<file path="config.mk">
export PLATFORM = sky130hd
export DESIGN_NAME = alu_addsub_pipe
export DESIGN_NICKNAME = d
export VERILOG_FILES = /design/src/rtl/alu_pkg.sv /design/src/rtl/addsub_slice.sv /design/src/rtl/alu_addsub_pipe.sv
export SDC_FILE = /design/constraint.sdc
export NUM_CORES = 1
export LEC_CHECK = 0
export CAP_MARGIN = 20
export CORE_MARGIN = 5
export CORE_UTILIZATION = 58
export CTS_CLUSTER_DIAMETER = 100
export DETAILED_ROUTE_END_ITERATION = 6
export GPL_ROUTABILITY_DRIVEN = 0
export GPL_TIMING_DRIVEN = 0
export MAX_ROUTING_LAYER = met4
export PLACE_DENSITY = 0.8
export RECOVER_POWER = 100
export SLEW_MARGIN = 20
export SYNTH_ARGS = -nofsm -noshare
export SYNTH_HDL_FRONTEND = slang
export SYNTH_SLANG_ARGS = --single-unit
</file>
<file path="constraint.sdc">
create_clock -name clk -period 9.3 [get_ports clk]
set_clock_uncertainty 0.2 [all_clocks]
set_input_delay 2.325 -clock clk [delete_from_list [all_inputs] [get_ports clk]]
set_output_delay 2.325 -clock clk [all_outputs]
set_load 0.03 [all_outputs]
</file>
<file path="src/rtl/alu_pkg.sv">
// alu_pkg: op encoding and condition-code bundle shared by the Y86
// execute-stage ALU and its users.
package alu_pkg;

   // Operation encoding on in_op.
   localparam logic [1:0] ALU_ADD = 2'b00;
   localparam logic [1:0] ALU_SUB = 2'b01;
   localparam logic [1:0] ALU_AND = 2'b10;
   localparam logic [1:0] ALU_XOR = 2'b11;

   // Y86 condition codes produced with every result.
   typedef struct packed {
      logic zf;
      logic sf;
      logic of;
   } alu_flags_t;

   // ADD and SUB use the sliced carry chain; AND and XOR do not.
   function automatic logic op_is_arith(input logic [1:0] op);
      return (op == ALU_ADD) || (op == ALU_SUB);
   endfunction

endpackage

</file>
<file path="src/rtl/addsub_slice.sv">
// addsub_slice: CHUNK-bit ripple adder slice with carry-in and carry-out.
// Subtraction is handled by the caller, which supplies ~b and ci = 1.
module addsub_slice #(
   parameter int CHUNK = 16
) (
   input  logic [CHUNK-1:0] a,
   input  logic [CHUNK-1:0] b,
   input  logic             ci,
   output logic [CHUNK-1:0] sum,
   output logic             co
);

   // Widen by one bit so the carry-out falls out of the same addition.
   assign {co, sum} = {1'b0, a} + {1'b0, b} + {{CHUNK{1'b0}}, ci};

endmodule

</file>
<file path="src/rtl/alu_addsub_pipe.sv">
// alu_addsub_pipe: pipelined WIDTH-bit ADD/SUB/AND/XOR unit for the Y86
// execute stage. The carry chain is cut into CHUNK-bit slices, one slice
// per stage, so a result leaves NSTG = WIDTH/CHUNK cycles after acceptance.
// All stages advance together (adv); a stalled output freezes the pipe.
// WIDTH must be a multiple of CHUNK and give at least two stages.
//
// Optional build macro ALU_ADDSUB_CF_EN adds the out_cf carry/borrow flag.
module alu_addsub_pipe
   import alu_pkg::*;
#(
   parameter int WIDTH = 64,
   parameter int CHUNK = 16
) (
   input  logic             clk,
   input  logic             rst_n,
   input  logic             flush,
   input  logic             in_valid,
   output logic             in_ready,
   input  logic [1:0]       in_op,
   input  logic [WIDTH-1:0] in_a,
   input  logic [WIDTH-1:0] in_b,
   output logic             out_valid,
   input  logic             out_ready,
   output logic [WIDTH-1:0] out_res,
   output logic             out_zf,
   output logic             out_sf,
   output logic             out_of
`ifdef ALU_ADDSUB_CF_EN
   ,
   output logic             out_cf
`endif
);

   localparam int NSTG = WIDTH / CHUNK;
   localparam int LAST = NSTG - 1;

   // Everything an op carries down the pipe. 'bx' is B already inverted
   // for SUB; 'res' fills in one slice per stage (or is complete from
   // stage 0 for AND/XOR); 'cy' is the carry into the next slice.
   typedef struct packed {
      logic [1:0]       op;
      logic [WIDTH-1:0] a;
      logic [WIDTH-1:0] bx;
      logic [WIDTH-1:0] res;
      logic             cy;
   } stage_t;

   logic             adv;
   stage_t           st_in  [NSTG];
   stage_t           st_out [NSTG];
   stage_t           st_q   [NSTG-1];
   logic             vld_q  [NSTG-1];

   logic [CHUNK-1:0] sl_a   [NSTG];
   logic [CHUNK-1:0] sl_b   [NSTG];
   logic [CHUNK-1:0] sl_sum [NSTG];
   logic             sl_ci  [NSTG];
   logic             sl_co  [NSTG];

   alu_flags_t       flags_d;
   alu_flags_t       flags_q;
   logic [WIDTH-1:0] res_q;
   logic             out_valid_q;

`ifdef ALU_ADDSUB_CF_EN
   logic             cf_d;
   logic             cf_q;
`endif

   // Single global enable: the pipe moves whenever the output slot is
   // empty or being drained this cycle.
   assign adv      = !out_valid_q || out_ready;
   assign in_ready = adv;

   // Build each stage's input word and pick out the slice it adds.
   always_comb begin
      // NOTE: every variable written here gets a full default before any
      // conditional code, so no path can leave it unassigned (no latch).
      st_in[0]    = '0;
      st_in[0].op = in_op;
      st_in[0].a  = in_a;
      st_in[0].bx = (in_op == ALU_SUB) ? ~in_b : in_b;
      st_in[0].cy = (in_op == ALU_SUB);
      // Logic ops finish here for the whole word and then just ride along.
      case (in_op)
         ALU_AND: st_in[0].res = in_a & in_b;
         ALU_XOR: st_in[0].res = in_a ^ in_b;
         default: st_in[0].res = '0;
      endcase

      for (int k = 1; k < NSTG; k++) begin
         st_in[k] = st_q[k-1];
      end

      for (int k = 0; k < NSTG; k++) begin
         sl_a[k]  = st_in[k].a[k*CHUNK +: CHUNK];
         sl_b[k]  = st_in[k].bx[k*CHUNK +: CHUNK];
         sl_ci[k] = st_in[k].cy;
      end
   end

   // One adder slice per pipeline stage.
   for (genvar k = 0; k < NSTG; k++) begin : g_slice
      addsub_slice #(
         .CHUNK (CHUNK)
      ) u_slice (
         .a   (sl_a[k]),
         .b   (sl_b[k]),
         .ci  (sl_ci[k]),
         .sum (sl_sum[k]),
         .co  (sl_co[k])
      );
   end

   // Merge each slice sum into its stage's result; logic ops pass through.
   always_comb begin
      for (int k = 0; k < NSTG; k++) begin
         st_out[k] = st_in[k];
         if (op_is_arith(st_in[k].op)) begin
            st_out[k].res[k*CHUNK +: CHUNK] = sl_sum[k];
            st_out[k].cy                    = sl_co[k];
         end
      end
   end

   // Condition codes from the completed result of the final stage.
   // Because bx already holds ~b for SUB, "a and bx share a sign" is the
   // ADD overflow test and the SUB overflow test at the same time.
   always_comb begin
      flags_d.zf = (st_out[LAST].res == '0);
      flags_d.sf = st_out[LAST].res[WIDTH-1];
      flags_d.of = op_is_arith(st_out[LAST].op)
                   && (st_out[LAST].a[WIDTH-1] == st_out[LAST].bx[WIDTH-1])
                   && (st_out[LAST].res[WIDTH-1] != st_out[LAST].a[WIDTH-1]);
   end

`ifdef ALU_ADDSUB_CF_EN
   // Carry for ADD, borrow (inverted carry) for SUB, zero for logic ops.
   always_comb begin
      case (st_out[LAST].op)
         ALU_ADD: cf_d = st_out[LAST].cy;
         ALU_SUB: cf_d = !st_out[LAST].cy;
         default: cf_d = 1'b0;
      endcase
   end
`endif

   // Stage registers and output register: advance together on adv,
   // flush wins over stall and drops every in-flight op.
   always_ff @(posedge clk or negedge rst_n) begin
      if (!rst_n) begin
         // NOTE: the data registers are cleared along with the valid bits
         // so the outputs read zero straight out of reset.
         for (int k = 0; k < NSTG-1; k++) begin
            vld_q[k] <= 1'b0;
            st_q[k]  <= '0;
         end
         out_valid_q <= 1'b0;
         res_q       <= '0;
         flags_q     <= '0;
`ifdef ALU_ADDSUB_CF_EN
         cf_q        <= 1'b0;
`endif
      end else begin
         // NOTE: non-blocking assignments, so each stage captures its
         // neighbour's pre-edge value and the shift happens in one step.
         if (adv) begin
            vld_q[0] <= in_valid;
            for (int k = 1; k < NSTG-1; k++) begin
               vld_q[k] <= vld_q[k-1];
            end
            for (int k = 0; k < NSTG-1; k++) begin
               st_q[k] <= st_out[k];
            end
            out_valid_q <= vld_q[NSTG-2];
            res_q       <= st_out[LAST].res;
            flags_q     <= flags_d;
`ifdef ALU_ADDSUB_CF_EN
            cf_q        <= cf_d;
`endif
         end
         if (flush) begin
            for (int k = 0; k < NSTG-1; k++) begin
               vld_q[k] <= 1'b0;
            end
            out_valid_q <= 1'b0;
         end
      end
   end

   assign out_valid = out_valid_q;
   assign out_res   = res_q;
   assign out_zf    = flags_q.zf;
   assign out_sf    = flags_q.sf;
   assign out_of    = flags_q.of;
`ifdef ALU_ADDSUB_CF_EN
   assign out_cf    = cf_q;
`endif

endmodule

</file>
==> results.json <==
{
  "slew_headroom_pct": -252,
  "placed_area_um2": 25200,
  "ir_worst_vdd_v": 0.000125,
  "cts_hold_buf": 0,
  "synth_cells": 2503,
  "yosys.area.top_type_share_pct": 51.3,
  "yosysSeqAreaShare_pct": 51.3,
  "period_needed_ns": 8.26,
  "max_freq_mhz": 121,
  "reg2reg_depth": 11,
  "dieArea_um2": 42700,
  "grt_pass1_wl_um": 103000,
  "layout_setup_ws_ns": 1.04,
  "cp_data_arrival_time_ns": 5.73,
  "h-tree-depth": 2,
  "final_cell_area_um2": 26700,
  "reg2reg_from": "sl_ci[0]$_DFFE_PN0P_",
  "synth_cell_types": 62,
  "stdcell_count": 3314,
  "synthTopCellsByArea": "dfrtp_1 51%, nand2_1 17%, ha_1 6.9%",
  "endpoint": "in_ready",
  "rows": 72,
  "worstHoldPathType": "reg -> reg",
  "dr.pass1.iters": 6,
  "avgSynthCellArea_um2": 8.97,
  "die_h_um": 207,
  "hpwlAfterDp_um": 48300,
  "placed_cells": 3227,
  "root_buffer": "clkbuf_16",
  "layout.nets": 3022,
  "critPathMaxFanout": 10,
  "viasPerCell": 5.77,
  "cts_made_buffers": 46,
  "synth_warnings": 0,
  "drive_gt1_share_pct": 3.44,
  "reg2reg_slack_ns": 5.77,
  "crit_required_ns": 6.78,
  "grt_start_max_net_pins": 104,
  "worst_setup_path_end_kind": "output port",
  "clock_path_buffers": 3,
  "ys_async_sr_fraction_pct": 100,
  "synth_top_cells_by_count": "1014 x nand2_1, 460 x dfrtp_1, 148 x o21ai_0",
  "antenna_found_initial": 3,
  "die_w_um": 207,
  "cts_resized": 0,
  "p_per_area_nw_per_um2": 208,
  "drc": 0,
  "leakage_uw": 0.0129,
  "final.period_utilization_pct": 88.8,
  "drtIter0Drc": 1709,
  "syn_nets": 2768,
  "worst_pin_slew_ns": 5.28,
  "wl_per_cell_um": 19.8,
  "drtAntennaViolNets": 0,
  "path_clk_slew_ns": 0.06,
  "ys_ff_latch": 460,
  "io_buffers": 202,
  "totalWireLength_um": 65600,
  "coreArea_um2": 38500,
  "areaGrowthSynthToFinish_pct": 19.2,
  "cap_violations": 1,
  "synth_ff_type": "dfrtp_1",
  "io_pins": 204,
  "cts_sinks": 460,
  "grt_use_total_pct": 31.9,
  "cts_setup_buffers": 0,
  "outcome": "finished, violations left",
  "insertion_delay_ns": 0.59,
  "grt_pass1_vias": 19300,
  "synth_edf_count": 0,
  "cp-startpoint": "out_ready",
  "worstSetupPathType": "in -> out",
  "place_ws_ns": 1.31,
  "r2r-end": "out_zf$_DFFE_PN0P_",
  "violations": "max-capacitance violations, max-slew violations",
  "rsz0062_at_grt": "false",
  "maxSlewViolCount": 95,
  "yosys.area.top_type": "dfrtp_1",
  "overflow": 0,
  "cts_tree": "done",
  "yosysMostFrequentCell": "nand2_1",
  "critPathLaunchType": "input pin",
  "via_count": 19100,
  "initial_core_util_pct": 58.3,
  "hold_violations": 0,
  "setup-violations-final": 0,
  "netlist_area_um2": 22400
}
## critical path: stages
cell and delay [ns]:
dlygate4sd3_1 0.52, nor2b_1 0.07, inv_1 0.09, clkbuf_1 0.54
clkbuf_1 0.81, clkbuf_1 0.53, dlygate4sd3_1 0.84
## final cells by class
class,instances,area (um2)
Fill cell,2988,11700
Sequential cell,460,11500
Multi-Input combinational cell,1873,10300
Timing Repair Buffer,206,2110
Clock buffer,69,1380
Tap cell,518,648
Buffer,134,508
Clock inverter,16,161
Inverter,36,135
Antenna cell,2,5.00
## per-layer routing
| metal | global-route usage [%] | vias to the layer above | wire [um] |
|---|---|---|---|
| li1 | - | 8778 | - |
| met1 | 41.1 | 9260 | 25900 |
| met2 | 50.6 | 874 | 31200 |
| met3 | 4.17 | 217 | 5050 |
| met4 | 15.6 | 0 | 3450 |
| met5 | - | - | 0 |
## sequential cells by signal (all words and copies together) (netlist names)
name,cells
st_in,291
sl_ci,3
sl_a,48
out_zf,1
out_res,63
out_sf,1
sl_b,48
vld_q,3
out_valid,1
out_of,1
## cells by family after synthesis
family | synth area share (%)
XOR/XNOR | 3.79
AO/OA/AOI/OAI | 9.96
AND/OR/NAND/NOR | 21.3
flip-flops | 51.3
buffers and inverters | 2.87
adder cells (fa/ha/maj) | 7.48
multiplexers | 3.34
## per-stage QoR
step                      hold WS, ns  setup TNS, ns  total power [uW]  utilization [%]
final                           0.257              0              5560             69.5
after CTS                       0.268              0              5590             69.6
after detailed placement        0.253              0              3690             65.6
after global routing            0.282              0              5790             69.5
after global placement          0.250       -6323.64              3640             65.3
after floorplan                 0.230              0              3180                -
## power by group
part | switching, uW | total [uW] | internal (uW) | leakage, uW
clock | 803 | 1910 | 1110 | 0.000765
sequential | 196 | 2470 | 2270 | 0.00561
combinational | 702 | 1180 | 482 | 0.00652
## placed cells by master, fill, tap and decap left out, types with 7 or more instances in the layout
cell / Yosys / routed
nor3_1: 24 / 24
dlygate4sd3_1: 0 / 71
o21ai_0: 148 / 150
o21a_1: 22 / 22
inv_1: 35 / 35
a21o_1: 13 / 13
nand2_1: 1014 / 1014
clkdlybuf4s50_1: 0 / 130
fa_1: 7 / 7
a21oi_1: 89 / 89
xor2_1: 24 / 24
dfrtp_1: 460 / 460
o31ai_1: 11 / 11
ha_1: 123 / 123
nand3_1: 7 / 7
clkbuf_16: 0 / 49
xnor2_1: 73 / 73
nor2b_1: 7 / 7
buf_1: 22 / 17
clkbuf_8: 0 / 8
mux2i_1: 66 / 66
and3_1: 9 / 9
or3_1: 10 / 10
a211oi_1: 11 / 11
clkbuf_1: 110 / 128
nor4_1: 16 / 16
clkinv_2: 0 / 11
nor2_1: 90 / 90
## worst min path at each step
stage | start | end | slack (ns) | cells after the start
2_1_floorplan | st_in[243]$_DFFE_PN0P_ | st_in[243]$_DFFE_PN0P_ | 0.23 | 2
3_5_place_dp | st_in[243]$_DFFE_PN0P_ | st_in[243]$_DFFE_PN0P_ | 0.25 | 2
5_1_grt | out_res[23]$_DFFE_PN0P_ | out_res[23]$_DFFE_PN0P_ | 0.28 | 2
3_3_place_gp | st_in[239]$_DFFE_PN0P_ | st_in[239]$_DFFE_PN0P_ | 0.25 | 2
6_report | out_res[10]$_DFFE_PN0P_ | out_res[10]$_DFFE_PN0P_ | 0.26 | 2
4_1_cts | st_in[315]$_DFFE_PN0P_ | sl_b[7]$_DFFE_PN0P_ | 0.27 | 2
No activity file was read; power rests on OpenSTA's default activity.
==> variant (same flow settings) <==
The option `ALU_ADDSUB_CF_EN` is turned on by a define.
--- a/src/rtl/alu_addsub_pipe.sv
+++ b/src/rtl/alu_addsub_pipe.sv
@@ -6,4 +6,6 @@
 //
 // Optional build macro ALU_ADDSUB_CF_EN adds the out_cf carry/borrow flag.
+`define ALU_ADDSUB_CF_EN
+
 module alu_addsub_pipe
    import alu_pkg::*;
Formal check against the unedited RTL (old outputs only; new: out_cf): same outputs for any inputs over 4 cycles, from zero or initial values and one cycle with rst_n low; that may be too few to reach the edited logic, so the function may still have changed.
==> variant against the unedited design <==
  * The flow still finishes with violations (capacitance limit, slew limit)
  * Total power increased by 1.8%
  * Cell area is 1.0% higher
  * Synthesized area is 0.74% higher
  * Via count rose by 0.52%
  * Sequential cell count rose by 4
  * Routed wire length fell by 0.39%
  * Synthesized cell count increased by 0.28%
  * Worst setup slack improved by 0.24 ns
  * Non-clock buffer count increased by 1
  * Core utilization rose by 0.39 points
  * Largest cell class unchanged
==> variant: results (changes against the unedited design) <==
CTS
  – CTS buffer count: 47 (was 46)

Power and ir drop
  – NetSw: 1.72 mW (was 1.70 mW)
  – Worst IR Drop VDD: 145 uV (was 125 uV)
  – P_leak: 13.0 nW (was 12.9 nW)

Yosys
  – Post-Synth XOR/XNOR Area: 3.80% (was 3.79%)
  – Unique masters post-synth: 65 (was 62)
  – Post-Synth Adder-Cell Area: 7.48% (about the same)
  – Synth top cells by count: nand2_1, dfrtp_1, o21ai_0 (unchanged)
  – Syn nets: 2,776 (was 2,768)
  – Largest cells by area after synthesis: dfrtp_1, nand2_1, ha_1 (unchanged)
  – Sequential fraction of the synthesis area: 51.4% (was 51.3%)
  – Synth Area in Compound Gates: 9.76% (was 9.96%)

Status
  – Outcome: finished, violations left (unchanged)
  – Failing checks: capacitance limit, slew limit (unchanged)

Global routing
  – First-pass GRT wire length: 104,000 um (was 103,000 um)
  – Initial antenna violation count: 1 (was 3)
  – Largest net degree at the start of global routing: 102 (was 104)
  – Vias in the first global route: 19,720 (was 19,283)
  – GRT Overall Usage: 31.0% (was 31.9%)

Drt
  – Via total after detailed routing: 19,228 (was 19,129)
  – WL/cell: 19.7 um (was 19.8 um)
  – DR iter-0 viols: 1,717 (was 1,709)
  – DR pass1 iterations: 5 (was 6)

Timing
  – Setup ws final: 1.28 ns (was 1.04 ns)
  – Final Max Slew Viols: 157 (was 95)
  – Final hold slack: 0.260 ns (was 0.257 ns)
  – Max_slew headroom: -118% (was -252%)

Cells and area
  – Largest register FFs: 294 (was 291)
  – Layout cells sized above 1: 3.71% (was 3.44%)
  – Fillers: 2,908 (was 2,988)
  – Layout net count: 3,034 (was 3,022)

Placement
  – Hpwl dp: 47,900 um (was 48,300 um)
  – Post-place instance area: 25,400 sq um (was 25,200 sq um)
  – Input/output buffers: 204 (was 202)

Flow run
  – Max-cap violations: 2 (was 1)

Worst hold path
  – Worst Hold Launch: out_res[40]$_DFFE_PN0P_ (was out_res[10]$_DFFE_PN0P_)
  – Worst Hold Path EP: out_res[40]$_DFFE_PN0P_ (was out_res[10]$_DFFE_PN0P_)

Critical path
  – Reg2Reg Setup Slack: 5.50 ns (was 5.77 ns)
[variant: worst max-delay path by stage]
stage / end / start
global placement: sl_a[39]$_DFFE_PN0P_ / rst_n
floorplan: in_ready / out_ready
global route: in_ready / out_ready
finish: in_ready / out_ready
CTS: in_ready / out_ready
detailed placement: st_in[403]$_DFFE_PN0P_ / in_op[1]
[variant: kinds of logic (layout without fill, tap and decap cells)]
family          Yosys count  in the layout
compound gates          370            370
xor+xnor                 98             98
fa+ha+maj               131            131
buf+inv                 156            451
flops                   464            464
mux                      77             77
other cells               0              1
simple gates           1214           1214
[variant: metal layers]
layer	track usage [%]	vias up	routed length [um]
met5	-	-	0
met4	14.1	0	3300
met3	5.47	193	5090
met2	49.5	836	31200
met1	39.0	9381	25800
li1	-	8818	-
[variant: power by group through the flow]
stage               logic, mW  registers, mW  clock network (mW)
floorplan               0.614           2.59                   0
global placement         1.16           2.52                   0
detailed placement       1.21           2.52                   0
CTS                      1.22           2.49                1.98
global route             1.31           2.52                2.06
finish                   1.20           2.49                1.97
[variant: area by class of cell]
class                   instances  area [sq um]  area share [%]
clock inverters                18           239           0.884
multi-input cells            1890         10400            38.5
clock buffers                  68          1370            5.06
repair buffers                209          2150            7.96
well taps                     518           648            2.40
plain buffers                 132           500            1.85
diodes                          1          2.50         0.00926
inverters                      24          90.1           0.333
flip-flops and latches        464         11600            43.0
[variant: stage by stage]
step	utilization (%)	total power [mW]	instances
finish	69.9	5.66	3324
global route	69.9	5.89	3324
CTS	70.0	5.68	3323
detailed placement	65.8	3.73	3237
global placement	65.5	3.68	3232
floorplan	-	3.20	2510
[variant: worst register-to-register path: stages, from the launching register on]
cell and delay, ns:
dfrtp_1 0.39, fa_1 0.26, inv_1 0.07, fa_1 0.40, nor2b_1 0.32, o2111ai_1 0.23, a31oi_1 0.49, o31a_1 0.21
nor3_1 0.08, a2111o_1 0.43, or4_1 0.50, o21ai_0 0.15
